File: src/rtl/mem_bus_arbiter.sv
// Two-requester memory bus arbiter (fetch vs load/store) with an ACK_n watchdog.
// Optional feature: define ARB_ROUND_ROBIN_EN for round-robin instead of data-over-fetch priority.
module mem_bus_arbiter #(
   parameter int ADDR_W  = 32,
   parameter int DATA_W  = 32,
   parameter int TIMEOUT = 255
) (
   input  logic              clk,
   input  logic              rst,
   input  logic              i_req,
   input  logic [ADDR_W-1:0] i_addr,
   output logic              i_ack_n,
   output logic [DATA_W-1:0] i_rdata,
   input  logic              d_req,
   input  logic              d_write,
   input  logic [1:0]        d_size,
   input  logic [ADDR_W-1:0] d_addr,
   input  logic [DATA_W-1:0] d_wdata,
   output logic              d_ack_n,
   output logic [DATA_W-1:0] d_rdata,
   output logic              err,
   output logic [ADDR_W-1:0] MAD,
   output logic              MREQ,
   output logic              WRITE,
   output logic [1:0]        SIZE,
   output logic [DATA_W-1:0] MDT_o,
   input  logic [DATA_W-1:0] MDT_i,
   input  logic              ACK_n,
   output logic [1:0]        dbg_state
);

   // Encoding is visible on dbg_state: 0 = IDLE, 1 = IBUS, 2 = DBUS.
   typedef enum logic [1:0] {
      IDLE = 2'd0,
      IBUS = 2'd1,
      DBUS = 2'd2
   } state_t;

   localparam logic [15:0] TIMEOUT_CNT = 16'(TIMEOUT);

   state_t            state, state_nx;
   logic [15:0]       wd_cnt;
   logic              grant_i, grant_d;
   logic              bus_done, timeout;
   logic [DATA_W-1:0] i_rdata_q, d_rdata_q;

`ifdef ARB_ROUND_ROBIN_EN
   logic last_fetch;  // 1 = fetch owned the bus last, 0 = data
`endif

   assign dbg_state = state;

   always_comb begin
      state_nx = state;
      grant_i  = 1'b0;
      grant_d  = 1'b0;
      timeout  = 1'b0;
      bus_done = 1'b0;
      case (state)
         IDLE: begin
            if (d_req && i_req) begin
`ifdef ARB_ROUND_ROBIN_EN
               grant_d = last_fetch;
               grant_i = !last_fetch;
`else
               grant_d = 1'b1;
`endif
            end else begin
               grant_d = d_req;
               grant_i = i_req;
            end
            if (grant_d)      state_nx = DBUS;
            else if (grant_i) state_nx = IBUS;
         end
         IBUS, DBUS: begin
            // A real acknowledge in the same cycle as the timeout wins.
            timeout  = ACK_n && (wd_cnt == TIMEOUT_CNT);
            bus_done = !ACK_n || timeout;
            if (bus_done) state_nx = IDLE;
         end
         default: state_nx = IDLE;
      endcase
   end

   always_comb begin
      i_ack_n = 1'b1;
      d_ack_n = 1'b1;
      i_rdata = i_rdata_q;
      d_rdata = d_rdata_q;
      err     = timeout;
      if (state == IBUS && bus_done) begin
         i_ack_n = 1'b0;
         i_rdata = ACK_n ? '0 : MDT_i;
      end
      if (state == DBUS && bus_done) begin
         d_ack_n = 1'b0;
         d_rdata = ACK_n ? '0 : MDT_i;
      end
   end

   always_ff @(posedge clk) begin
      if (!rst) begin
         state     <= IDLE;
         wd_cnt    <= '0;
         MREQ      <= 1'b0;
         WRITE     <= 1'b0;
         SIZE      <= 2'b00;
         MAD       <= '0;
         MDT_o     <= '0;
         i_rdata_q <= '0;
         d_rdata_q <= '0;
      end else begin
         state <= state_nx;
         if (grant_d || grant_i) begin
            wd_cnt <= '0;
            MREQ   <= 1'b1;
            MAD    <= grant_d ? d_addr : i_addr;
            WRITE  <= grant_d && d_write;
            SIZE   <= grant_d ? d_size : 2'b00;
            MDT_o  <= grant_d ? d_wdata : '0;
         end else if (state != IDLE) begin
            if (bus_done) MREQ   <= 1'b0;
            else          wd_cnt <= wd_cnt + 16'd1;
         end
         if (!i_ack_n) i_rdata_q <= i_rdata;
         if (!d_ack_n) d_rdata_q <= d_rdata;
      end
   end

`ifdef ARB_ROUND_ROBIN_EN
   always_ff @(posedge clk) begin
      if (!rst)                    last_fetch <= 1'b0;
      else if (grant_d || grant_i) last_fetch <= grant_i;
   end
`endif

endmodule

File: config.mk
export PLATFORM = sky130hd
export DESIGN_NAME = mem_bus_arbiter
export DESIGN_NICKNAME = d
export VERILOG_FILES = /design/src/rtl/mem_bus_arbiter.sv
export SDC_FILE = /design/constraint.sdc
export NUM_CORES = 1
export LEC_CHECK = 0
export CAP_MARGIN = 10
export CORE_AREA = 2 2 128 130
export DETAILED_ROUTE_END_ITERATION = 8
export DIE_AREA = 0 0 130 132
export PLACE_DENSITY = 0.76
export SLEW_MARGIN = 20
export SYNTH_ARGS = -nofsm -noshare
export SYNTH_HDL_FRONTEND = slang
export SYNTH_SLANG_ARGS = --single-unit
export TNS_END_PERCENT = 20
File: constraint.sdc
create_clock -name clk -period 2.4 [get_ports clk]
set_input_delay 0.36 -clock clk [delete_from_list [all_inputs] [get_ports clk]]
set_output_delay 0.36 -clock clk [all_outputs]
set_load 0.01 [all_outputs]
Word-level counts from Yosys, hierarchy flattened
Index checks and enable logic that the tools add are counted.
{ "classes": {"n_addsub": 1, "eq_ne": 5, "muxes": 23, "bitwise": 2, "n_reduce_logical": 17} }
{ "ops": {"columns": ["cell", "count"], "rows": [
  ["32-bit 2-to-1 mux", 5],
  ["16-bit by 1-bit adder with 16-bit output (second input constant)", 1],
  ["16-bit by 8-bit equality test with 1-bit output (second input constant)", 1],
  ["1-bit 2-to-1 mux", 13],
  ["2-bit 2-to-1 mux", 4],
  ["2-bit AND reduction", 3],
  ["2-bit nonzero test", 3],
  ["1-bit logical AND", 5],
  ["2-bit case mux with 2 select lines", 1],
  ["2-bit OR reduction", 2],
  ["3-bit inequality test (second input constant)", 1],
  ["2-bit by 1-bit equality test with 1-bit output (second input constant)", 1],
  ["2-bit equality test (second input constant)", 1],
  ["2-bit zero test", 1],
  ["1-bit logical OR", 2],
  ["2-bit inequality test (second input constant)", 1],
  ["1-bit NOT", 2],
  ["1-bit zero test", 1]
]} }
{ "word_totals": {"word_cells": 57, "register_bits": 150, "output_inout_bits": 137, "in_bits": 136} }

Logic depth before layout (Yosys ltp)
{ "depth": {"depth_word": 7, "depth_mapped": 9, "ltp_nobuf": 7} }

Worst setup path after synthesis
No wires, ideal clock.
{ "synth_timing": {"kind": "flip-flop to output port", "start": "register state[0], in the netlist dbg_state[0]", "end": "output d_rdata[0]", "n_path_buf": 2, "required_ps": 2040, "slack_ps": 280, "arrival_time_ps": 1760, "path_stages_with_launch": 8, "path_cell_list": "dfxtp_1 > inv_1 > ha_1 > buf_2 > nand2_1 > nor2_1 > clkbuf_1 > a22o_1"} }
{ "synth_via": {"elab_chain_cells": 5, "word_cells_on_any_way": 6} }
{ "synth_lines": {"columns": ["item", "line_no", "source"], "rows": [
  ["start: declaration", "41", "state_t state, state_nx;"],
  ["start signal: assignment", "113", "state <= state_nx;"],
  ["2-bit by 1-bit equality test with 1-bit output or 2-bit equality test (tied branches)", "59, 95", null],
  ["2-bit OR reduction", "59", "case (state)"],
  ["1-bit 2-to-1 mux", "59", null],
  ["1-bit logical AND (*)", "95", "if (state == DBUS && bus_done) begin"],
  ["32-bit 2-to-1 mux (*)", "95", null],
  ["end: declaration", "20", "output logic [DATA_W-1:0] d_rdata,"]
]} }
Every way passes the cells marked *; elsewhere a longest branch is shown, timed or not.

Final worst setup path
{ "layout_timing": {"start": "register wd_cnt[15]", "end": "output d_rdata[29]"} }
{ "layout_via": {"elab_chain_cells": 6} }
{ "layout_lines": {"columns": ["item", "line_no", "source"], "rows": [
  ["start: declaration", "42", "logic [15:0] wd_cnt;"],
  ["start signal: assignment", "123", "else wd_cnt <= wd_cnt + 16'd1;"],
  ["16-bit by 8-bit equality test with 1-bit output", "77", "timeout = ACK_n && (wd_cnt == TIMEOUT_CNT);"],
  ["1-bit logical AND", "77", null],
  ["1-bit logical OR", "78", "bus_done = !ACK_n || timeout;"],
  ["1-bit 2-to-1 mux", "59", null],
  ["1-bit logical AND", "95", null],
  ["32-bit 2-to-1 mux", "95", null]
]} }
Every way passes these cells.

==> results by group <==
Synthesis
  – Register area share after synthesis: 0.482
  – Synth top area share: 0.482
  – Synthesis-stage register bit count: 150
  – Netlist cell types: 37
  – Most instantiated library cell after synthesis: a22o_1
  – Synth cell count leaders: a22o_1 (163), dfxtp_1 (150), nand3_1 (68)
  – Post-synthesis share of cell area spent on xor and xnor gates: 0.0127
  – Post-synthesis mux area share: 0.00322
  – EDFF count, synth: 0
  – Mapped Area: 6220 um^2
  – Post-synth ARST share: 0
  – Area leader, netlist: dfxtp_1
  – Synthesized Nets: 751
  – Simple-Gate Fraction of Synth Area: 0.125
  – Top post-synthesis cells by area: dfxtp_1 (48%), a22o_1 (23%), nand3_1 (5.5%), o211a_1 (5.1%), nand2_1 (3.0%)
  – Synth warnings: 0
  – Mean Syn Cell Area: 10.2 um^2
  – Compound-Gate Fraction of Synth Area: 0.316
  – Synthesized-area fraction occupied by adder cells: 0.00804
  – Cells after Synth: 611
  – Main combinational cell family by area after synthesis: compound AO/OA/AOI/OAI gates
  – Top_reg_cell synth: dfxtp_1

Min path
  – HP Class: reg -> reg

Setup path
  – Worst reg2reg endpoint: d_rdata_q[24]
  – Worst r2r src: dbg_state[0]
  – Slowest-stage cell, CP: dfxtp_2
  – R2R depth: 6
  – CP Class: reg -> out
  – CP Data Arrival Time: 2.12 ns
  – Crit end category: primary output
  – Setup crit end: d_rdata[29]
  – Worst EP required: approximately 2.0 ns
  – Crit path launch: wd_cnt[15]
  – Max FO, Critical Path: 6
  – Crit-path max cell delay: 0.33 ns
  – Crit-path cells: nor4_4 > buf_4 > a41o_4 > nand3_4 > bufbuf_16 > a22o_1 > buf_2
  – R2R setup slack: 0.30 ns
  – CP Launch Type: flop

Timing
  – Max Slew Vio Count: 0
  – Worst Clk Skew: between 0.01 and 0.015 ns
  – Setup_tns: -1.80 ns
  – Fmax: 403 MHz
  – Fin. Hold Viols: 0
  – Worst slew margin: 0.392
  – Minimum clock period: 2.48 ns
  – Crit share post-route: 1.03
  – Worst-Margin Slew: 0.911 ns
  – RSZ-0062 raised after global routing: yes
  – Final WS setup: -0.0788 ns
  – Final setup vio count: 32

Flow run
  – Max cap viols: 0

Run status
  – Failing checks: negative setup slack
  – Status: finished with violations

Finish
  – Nets@finish: 1031
  – Diode count: 0
  – Area Growth Syn to Fin: 57.8%
  – Fin area: 9820 um^2
  – Fraction of layout cells with a size suffix above 1: 0.186

Place
  – Dpl hpwl: 13.6 mm
  – Final Wtd Congestion: 0.814
  – Placed Area: 9370 um^2
  – Port-buffer cells: 272

Routing
  – Number of iterations in the first detailed-routing pass: 5
  – Wire length per cell: between 15 and 20 um
  – WL final: 19.6 mm
  – Via/cell ratio: around 5.4
  – DRC: 0
  – Total number of vias: 6053
  – DRT iter0 DRCs: 329
  – Final ANT Viol Nets: 0

Die
  – Die width: between 100 and 150 um
  – Die ar.: 17200 um^2
  – Initial Util: 0.396
  – Num ports: approximately 270
  – Row count: 46
  – Area of the core: 15700 um^2
  – Die span in y: approximately 130 um

Pwr
  – Pwr per Cell Area: a little over 700 nW/um^2
  – VDD IR-drop max: around 0.00045 V
  – LEAKAGE: 0.00435 uW
  – Final Power: ~6900 uW

Clock network
  – Reg clk slew, reported paths: 0.06 ns
  – Bufs on Longest Clock Path: 2
  – CTS sink cnt: 150
  – Clock buffer count from CTS: 17
  – # hold bufs at CTS: 0
  – H-tree depth: 4
  – Clock Tree Root: clkbuf_16
  – CTS tree: built
  – Clk Latency, worst-skew pair: 0.42 ns

Global routing
  – Total global routing track utilization: 0.227
  – Global-route wire length before repair: 31.0 mm
  – Initial antenna violation count: 0
  – Number of global-route vias before repair: 5898
  – Aggregate global routing overflow: 0
  – Pin count of the biggest net entering global routing: roughly 50
==> worst min path at each step <==
stage	to	cells past startpoint	from	slack, ns
finish	MDT_o[2]	1	MDT_o[2]	0.47
global route	i_rdata_q[22]	1	i_rdata_q[22]	0.49
CTS	MDT_o[15]	1	MDT_o[15]	0.48
detailed placement	MDT_o[25]	1	MDT_o[25]	0.45
global placement	MDT_o[15]	1	MDT_o[15]	0.46
floorplan	d_rdata_q[0]	1	d_rdata_q[0]	0.44
==> area by class of cell <==
| class | count | area [um^2] |
|---|---|---|
| inverters | 4 | 15.0 |
| well taps | 216 | 270 |
| multi-input cells | 394 | 2940 |
| clock inverters | 12 | 165 |
| fillers | 1394 | 5890 |
| flip-flops and latches | 150 | 3010 |
| repair buffers | 324 | 2980 |
| clock buffers | 20 | 447 |
==> power breakdown <==
group | total, uW | leakage (uW) | switching, uW | internal (uW)
Clock | 2750 | 0.000288 | 1070 | 1680
Combinational | 1430 | 0.00284 | 668 | 765
Sequential | 2750 | 0.00122 | 89.1 | 2660
Total | 6930 | 0.00435 | 1830 | 5100
==> sequential cells by signal, summed over array words and instances, names as in the netlist <==
name and flops:
SIZE 2, i_rdata_q 32, wd_cnt 16, d_rdata_q 32
MDT_o 32, MREQ 1, WRITE 1, MAD 32
dbg_state 2
==> metrics by stage <==
step	cells	utilization	hold WS, ns	setup slack (ns)
6_report	1120	0.625	0.470	-0.0788
5_1_grt	1120	0.625	0.488	-0.158
4_1_cts	1119	0.624	0.476	-0.115
3_5_place_dp	1083	0.597	0.454	-0.208
3_3_place_gp	1083	0.597	0.456	-0.191
2_1_floorplan	611	-	0.443	0.280
==> what timing repair did <==
action                                  in CTS  in global routing
pin swaps                                    5                  1
gates resized for setup                    270                  9
buffers inserted                             2                  1
endpoints found under the setup margin      67                 66
gates cloned                                 2                  0
hold endpoints to repair                     0                  0
==> critical path, delay by kind of cell (launching register included) <==
kind,cells,cell delay (ns)
compound gates,2,0.40
flops,1,0.33
buf+inv,3,0.60
simple gates,2,0.37
==> cells in the final DEF (no fill, tap or decap), drive strengths merged, types with 2 or more instances in the layout <==
| master | synthesis | final |
|---|---|---|
| clkdlybuf4s50 | 0 | 205 |
| a22o | 163 | 163 |
| dfxtp | 150 | 150 |
| buf | 17 | 114 |
| nand3 | 70 | 70 |
| nand2 | 50 | 50 |
| o211a | 32 | 32 |
| clkbuf | 46 | 23 |
| nor2 | 18 | 18 |
| xnor2 | 9 | 9 |
| inv | 4 | 8 |
| a21oi | 6 | 6 |
| nand4 | 4 | 4 |
| o21ai | 4 | 4 |
| a31oi | 4 | 4 |
| a41o | 4 | 4 |
| a211oi | 4 | 4 |
| ha | 4 | 4 |
| and3 | 3 | 3 |
| nand2b | 3 | 3 |
| and2 | 3 | 3 |
| bufinv | 0 | 3 |
| clkinvlp | 0 | 3 |
| nor4 | 2 | 2 |
| mux2i | 2 | 2 |
| or4 | 2 | 2 |
| clkinv | 0 | 2 |
==> routing by layer <==
layer / vias up / share of wire / global-route usage / routed length, um
met5: - / 0 / 0 / 0
met4: 0 / 0.013 / 0.0615 / 249
met3: 23 / 0.099 / 0.0897 / 1930
met2: 260 / 0.48 / 0.371 / 9350
met1: 2878 / 0.41 / 0.277 / 8040
li1: 2892 / - / - / -
==> cells by family after synthesis <==
kind of cell,count (synthesis)
compound gates,221
xor+xnor,9
fa+ha+maj,4
buf+inv,67
flops,150
mux,2
simple gates,158
No activity file was read; power rests on OpenSTA's default activity.
